### config.mk
export PLATFORM = sky130hd
export DESIGN_NAME = wb_arbiter_flat
export DESIGN_NICKNAME = d
export VERILOG_FILES = /design/src/rtl/wb_arbiter_if.sv /design/src/rtl/wb_arbiter.sv /design/src/flat_wrapper.sv
export SDC_FILE = /design/constraint.sdc
export NUM_CORES = 1
export LEC_CHECK = 0
export CAP_MARGIN = 20
export CORE_AREA = 2 2 168 170
export DETAILED_ROUTE_END_ITERATION = 7
export DIE_AREA = 0 0 170 172
export DONT_BUFFER_PORTS = 1
export PLACE_DENSITY = 0.67
export SKIP_CTS_REPAIR_TIMING = 1
export SYNTH_ARGS = -nofsm -noshare
export SYNTH_HDL_FRONTEND = slang
export SYNTH_SLANG_ARGS = --single-unit
### constraint.sdc
create_clock -name clk -period 4.65 [get_ports clk]
set_input_delay 0.93 -clock clk [delete_from_list [all_inputs] [get_ports clk]]
set_output_delay 0.93 -clock clk [all_outputs]
set_load 0.01 [all_outputs]
### src/rtl/wb_arbiter_if.sv
// Bundles the two producer handshakes and the register-file write-back port of wb_arbiter.
interface wb_arbiter_if #(
  parameter int DATA_W = 32,
  parameter int REG_W  = 5
);
  logic              alu_valid;
  logic              alu_ready;
  logic [REG_W-1:0]  alu_rd;
  logic [DATA_W-1:0] alu_data;
  logic              mem_valid;
  logic              mem_ready;
  logic [REG_W-1:0]  mem_rd;
  logic [DATA_W-1:0] mem_data;
  logic [REG_W-1:0]  reg_write;
  logic [DATA_W-1:0] data_write;
  logic              busy;

  modport slave (
    input  alu_valid, alu_rd, alu_data,
    input  mem_valid, mem_rd, mem_data,
    output alu_ready, mem_ready,
    output reg_write, data_write, busy
  );

  modport master (
    output alu_valid, alu_rd, alu_data,
    output mem_valid, mem_rd, mem_data,
    input  alu_ready, mem_ready,
    input  reg_write, data_write, busy
  );
endinterface

### src/rtl/wb_arbiter.sv
// Write-back arbiter: per-source FIFOs for ALU and MEM results feeding one change-sensitive write port.
// Define WB_PRIO_MEM_EN for fixed MEM priority instead of round-robin.
module wb_arbiter #(
  parameter int DATA_W = 32,
  parameter int REG_W  = 5,
  parameter int DEPTH  = 4
) (
  input  logic         clk,
  input  logic         rst,
  wb_arbiter_if.slave  bus
);
  localparam int PTR_W = $clog2(DEPTH);
  localparam int CNT_W = PTR_W + 1;
  localparam int ENT_W = REG_W + DATA_W;

  logic [ENT_W-1:0]  alu_fifo_q [DEPTH];
  logic [ENT_W-1:0]  mem_fifo_q [DEPTH];
  logic [PTR_W-1:0]  alu_wptr_q, alu_rptr_q, mem_wptr_q, mem_rptr_q;
  logic [CNT_W-1:0]  alu_cnt_q, alu_cnt_d, mem_cnt_q, mem_cnt_d;
  logic [REG_W-1:0]  reg_write_q, reg_write_d;
  logic [DATA_W-1:0] data_write_q, data_write_d;

  logic              alu_push, mem_push;
  logic              alu_ne, mem_ne;
  logic              alu_ok, mem_ok;
  logic              pref_alu;
  logic              gnt_alu, gnt_mem;
  logic [ENT_W-1:0]  alu_head, mem_head, cur_pair;

  assign bus.alu_ready = (alu_cnt_q < CNT_W'(DEPTH)) && !rst;
  assign bus.mem_ready = (mem_cnt_q < CNT_W'(DEPTH)) && !rst;

  // rd == 0 completes the handshake but never enters the FIFO
  assign alu_push = bus.alu_valid && bus.alu_ready && (bus.alu_rd != '0);
  assign mem_push = bus.mem_valid && bus.mem_ready && (bus.mem_rd != '0);

  assign alu_ne   = (alu_cnt_q != '0);
  assign mem_ne   = (mem_cnt_q != '0);
  assign alu_head = alu_fifo_q[alu_rptr_q];
  assign mem_head = mem_fifo_q[mem_rptr_q];
  assign cur_pair = {reg_write_q, data_write_q};

  // A head matching the pair already on the port would be invisible to the change-sensitive writer
  assign alu_ok = alu_ne && !((reg_write_q != '0) && (alu_head == cur_pair));
  assign mem_ok = mem_ne && !((reg_write_q != '0) && (mem_head == cur_pair));

`ifdef WB_PRIO_MEM_EN
  assign pref_alu = !mem_ne;
`else
  localparam logic [0:0] LAST_ALU = 1'b0;
  localparam logic [0:0] LAST_MEM = 1'b1;

  logic [0:0] last_q;

  assign pref_alu = alu_ne && (!mem_ne || (last_q == LAST_MEM));

  always_ff @(posedge clk) begin
    if (rst) begin
      last_q <= LAST_MEM;
    end else if (gnt_alu) begin
      last_q <= LAST_ALU;
    end else if (gnt_mem) begin
      last_q <= LAST_MEM;
    end
  end
`endif

  // Preferred source yields to the other one only when its own head is a duplicate
  assign gnt_alu = pref_alu ? alu_ok : (alu_ok && !mem_ok);
  assign gnt_mem = pref_alu ? (mem_ok && !alu_ok) : mem_ok;

  always_comb begin
    alu_cnt_d    = alu_cnt_q + CNT_W'(alu_push) - CNT_W'(gnt_alu);
    mem_cnt_d    = mem_cnt_q + CNT_W'(mem_push) - CNT_W'(gnt_mem);
    reg_write_d  = '0;
    data_write_d = data_write_q;
    if (gnt_alu) begin
      {reg_write_d, data_write_d} = alu_head;
    end else if (gnt_mem) begin
      {reg_write_d, data_write_d} = mem_head;
    end
  end

  // Stage boundary: FIFO storage (data only, never reset)
  always_ff @(posedge clk) begin
    if (alu_push) alu_fifo_q[alu_wptr_q] <= {bus.alu_rd, bus.alu_data};
    if (mem_push) mem_fifo_q[mem_wptr_q] <= {bus.mem_rd, bus.mem_data};
  end

  // Stage boundary: FIFO control and write-back port
  always_ff @(posedge clk) begin
    if (rst) begin
      alu_wptr_q   <= '0;
      alu_rptr_q   <= '0;
      alu_cnt_q    <= '0;
      mem_wptr_q   <= '0;
      mem_rptr_q   <= '0;
      mem_cnt_q    <= '0;
      reg_write_q  <= '0;
      data_write_q <= '0;
    end else begin
      if (alu_push) alu_wptr_q <= alu_wptr_q + PTR_W'(1);
      if (gnt_alu)  alu_rptr_q <= alu_rptr_q + PTR_W'(1);
      if (mem_push) mem_wptr_q <= mem_wptr_q + PTR_W'(1);
      if (gnt_mem)  mem_rptr_q <= mem_rptr_q + PTR_W'(1);
      alu_cnt_q    <= alu_cnt_d;
      mem_cnt_q    <= mem_cnt_d;
      reg_write_q  <= reg_write_d;
      data_write_q <= data_write_d;
    end
  end

  assign bus.reg_write  = reg_write_q;
  assign bus.data_write = data_write_q;
  assign bus.busy       = alu_ne || mem_ne || (reg_write_q != '0);
endmodule

### src/flat_wrapper.sv
// flat-port wrapper written by rule: the top's interface ports become plain ports
module wb_arbiter_flat 
#(
  parameter int DATA_W = 32,
  parameter int REG_W  = 5,
  parameter int DEPTH  = 4
)
  (clk, rst, bus_alu_valid, bus_alu_rd, bus_alu_data, bus_mem_valid, bus_mem_rd, bus_mem_data, bus_alu_ready, bus_mem_ready, bus_reg_write, bus_data_write, bus_busy);
  wb_arbiter_if #(.DATA_W(DATA_W), .REG_W(REG_W)) bus_i ();
  input  logic clk;
  input  logic rst;
  input wire logic [$bits(bus_i.alu_valid)-1:0] bus_alu_valid;
  input wire logic [$bits(bus_i.alu_rd)-1:0] bus_alu_rd;
  input wire logic [$bits(bus_i.alu_data)-1:0] bus_alu_data;
  input wire logic [$bits(bus_i.mem_valid)-1:0] bus_mem_valid;
  input wire logic [$bits(bus_i.mem_rd)-1:0] bus_mem_rd;
  input wire logic [$bits(bus_i.mem_data)-1:0] bus_mem_data;
  output wire logic [$bits(bus_i.alu_ready)-1:0] bus_alu_ready;
  output wire logic [$bits(bus_i.mem_ready)-1:0] bus_mem_ready;
  output wire logic [$bits(bus_i.reg_write)-1:0] bus_reg_write;
  output wire logic [$bits(bus_i.data_write)-1:0] bus_data_write;
  output wire logic [$bits(bus_i.busy)-1:0] bus_busy;
  assign bus_i.alu_valid = bus_alu_valid;
  assign bus_i.alu_rd = bus_alu_rd;
  assign bus_i.alu_data = bus_alu_data;
  assign bus_i.mem_valid = bus_mem_valid;
  assign bus_i.mem_rd = bus_mem_rd;
  assign bus_i.mem_data = bus_mem_data;
  assign bus_alu_ready = bus_i.alu_ready;
  assign bus_mem_ready = bus_i.mem_ready;
  assign bus_reg_write = bus_i.reg_write;
  assign bus_data_write = bus_i.data_write;
  assign bus_busy = bus_i.busy;
  wb_arbiter #(.DATA_W(DATA_W), .REG_W(REG_W), .DEPTH(DEPTH)) u_core (.clk(clk), .rst(rst), .bus(bus_i));
endmodule
==> results_dict.tcl <==
set metrics [dict create \
    grt_usage_pct 22.1 \
    insertion_delay_ns 0.52 \
    relSlewSlack_pct 28.8 \
    p_leak_uw 0.00522 \
    setup_slack_ns 0.303 \
    min_to "u_core.mem_cnt_q[1]$_SDFF_PP0_" \
    start_kind "flip-flop" \
    yosysSeqAreaShare_pct 70.1 \
    fp.dieW_um 170 \
    worstPathRequired_ns 5.05 \
    synth_top_area_share_pct 62.3 \
    netlist_top_cells_count "296 x edfxtp_1, 68 x xnor2_1, 64 x mux4_2, 56 x dfxtp_1, 30 x a22o_1" \
    drt_pass1_iterations 5 \
    reg2reg_to "u_core.alu_cnt_q[2]$_SDFF_PP0_" \
    gr-total-overflow 0 \
    layout-drive-gt1-share_pct 19.6 \
    hold_class "input port to flip-flop" \
    rows 61 \
    clk_pin_slew_ns 0.06 \
    finalSetupTns_ns 0 \
    dp_hpwl_um 22300 \
    setup_violations 0 \
    antenna_found_initial 0 \
    cts.sinks 352 \
    final_cells 1182 \
    mappedNetlistArea_um2 14300 \
    grt_pass1_vias 7395 \
    numCtsBuffers 36 \
    hp-start "rst" \
    pre_cts_ws_ns 0.295 \
    via_per_inst 6.03 \
    layout.nets 900 \
    syn_inst 785 \
    core_area_um2 27500 \
    grt_pass1_wl_um 46900 \
    fmax_mhz 230 \
    synth_seq_cells 352 \
    synth_flop_cell "edfxtp_1" \
    yosys.area.top_type "edfxtp_1" \
    p_per_area_nw_per_um2 611 \
    cts_tree "done" \
    hold_path_depth 1 \
    skew_ns 0.0225 \
    ir_drop_mv 0.489 \
    drt_iter0_markers 629 \
    critPathKind "flip-flop to flip-flop" \
    post-route-period-util_pct 93.5 \
    ant_nets 0 \
    numPortBuffers 0 \
    grt_use_met1_pct 27.1 \
    period_minus_slack_ns 4.35 \
    routabilityCongestion 0.856 \
    start_util_pct 52.0 \
    top_usage_layer "met2" \
    slew_viol_final 0 \
    grt_use_met2_pct 37.9 \
    io_pins 118 \
    outcome "finished, final reports clean" \
    end_kind "flip-flop" \
    synth_enable_flop_cells 296 \
    dieHeight_um 172 \
    post-synth-top-count-cell "edfxtp_1" \
    htree_num_levels 2 \
    antenna_cells 0 \
    cpMaxStageDelayCell "dfxtp_2" \
    drv_cap 0 \
    ys_types 59 \
    r2r_slack_ns 0.30 \
    yosysWarnings 0 \
    synthArstFlopShare_pct 0 \
    use_met3_pct 7.39 \
    drc_errors 0 \
    rsz0062_at_grt "no" \
    crit_fanout 17 \
    place_inst 1115 \
    syn_nets 877 \
    critPathMaxStageDelay_ns 0.62 \
    clock-root-buffer "clkbuf_16" \
    ff2ff_path_depth 15 \
    area_delta_synth_final_pct 11.6 \
    cts.path.max_buffers 3 \
    synth.area.top_cells "edfxtp_1 62%, mux4_2 10%, dfxtp_1 7.9%" \
    worstPathCellList "buf_4, mux4_2, xnor2_1, nand4_1, nor4_2, nand4_1, a211oi_2, ha_1, inv_1, ha_1, inv_1, fa_1, xor2_1, xnor2_1, nor2_1" \
    synth_area_per_cell_um2 18.2 \
    vias 7127 \
    dieArea_um2 29200 \
    worst_pin_slew_ns 1.07 \
    arrival_ns 4.74 \
    grt_max_degree 38 \
    final-hold-violation-count 0 \
    avgRoutedWirePerCell_um 26.9 \
    drt-total-wl_um 31700 \
]
[cell families after synthesis]
kind of cell | share of synthesized area, %
flops | 70.1
mux | 12.6
compound gates | 5.67
simple gates | 3.58
xor+xnor | 4.54
buf+inv | 2.17
fa+ha+maj | 1.33
[state kept, by name, indices dropped and copies added, names as in the netlist, named ones only]
register and count:
u_core.alu_fifo_q 148, u_core.mem_fifo_q 148, u_core.bus.data_write 32, u_core.bus.reg_write 5, u_core.alu_cnt_q 3, u_core.mem_cnt_q 3
u_core.alu_rptr_q 2, u_core.alu_wptr_q 2, u_core.mem_rptr_q 2, u_core.mem_wptr_q 2, u_core.last_q 1
[critical path, delay by kind of cell, from the launching register on]
family                   cells  cell delay [ns]
flip-flops                   1             0.62
adder cells (fa/ha/maj)      3             0.83
AO/OA/AOI/OAI                1             0.48
multiplexers                 1             0.38
XOR/XNOR                     3             0.50
buffers and inverters        3             0.49
AND/OR/NAND/NOR              4             0.89
[power breakdown]
part / switching [uW] / total (uW) / internal (uW) / leakage, uW
Clock: 1170 / 3000 / 1830 / 0.000597
Sequential: 499 / 4230 / 3730 / 0.00315
Combinational: 1290 / 2510 / 1230 / 0.00148
[stage by stage]
| step | cell area [um2] | utilization [%] | hold slack [ns] | power [uW] |
|---|---|---|---|---|
| after CTS | 15900 | 57.9 | 0.458 | 9780 |
| after global routing | 15900 | 58.0 | 0.464 | 10100 |
| final | 15900 | 58.0 | 0.481 | 9740 |
| after global placement | 14700 | 53.4 | 0.496 | 6750 |
| after floorplan | 14300 | - | 0.475 | 6040 |
| after detailed placement | 14700 | 53.4 | 0.502 | 6790 |
[per-layer routing]
layer  up-vias  wire [um]  share of wire [%]
li1       3170          -                  -
met1      3649      12000                 38
met2       265      16200                 51
met3        43       2900                9.1
met4         0        604                1.9
met5         -          0                  0
[worst max-delay path by stage]
stage / start / endpoint / slack, ns / cells past startpoint
floorplan: flip-flop / u_core.alu_cnt_q[2]$_SDFF_PP0_ / 1.02 / 16
global placement: flip-flop / u_core.alu_cnt_q[2]$_SDFF_PP0_ / 0.36 / 15
detailed placement: flip-flop / u_core.alu_cnt_q[2]$_SDFF_PP0_ / 0.29 / 15
CTS: flip-flop / u_core.alu_cnt_q[2]$_SDFF_PP0_ / 0.24 / 15
global route: flip-flop / u_core.mem_cnt_q[2]$_SDFF_PP0_ / 0.08 / 14
finish: flip-flop / u_core.alu_cnt_q[2]$_SDFF_PP0_ / 0.30 / 15
[cells in the final DEF (no fill, tap or decap), types with 18 or more instances in the layout]
master | Yosys | layout
nand2_1 | 18 | 18
a21o_1 | 26 | 26
clkbuf_16 | 0 | 37
inv_1 | 21 | 21
mux2i_1 | 28 | 28
a22o_1 | 30 | 30
xnor2_1 | 68 | 68
dfxtp_1 | 56 | 52
edfxtp_1 | 296 | 296
mux4_2 | 64 | 64
nor2_1 | 21 | 21
[area by class of cell]
class                      count  area (um2)
multi-input combinational    378        3980
tap                          346         433
timing repair buffer          18         185
clock inverter                21         267
inverter                      22        82.6
sequential                   352       10000
fill                        2014       11500
clock buffer                  45         976
No activity file was read; power rests on OpenSTA's default activity.
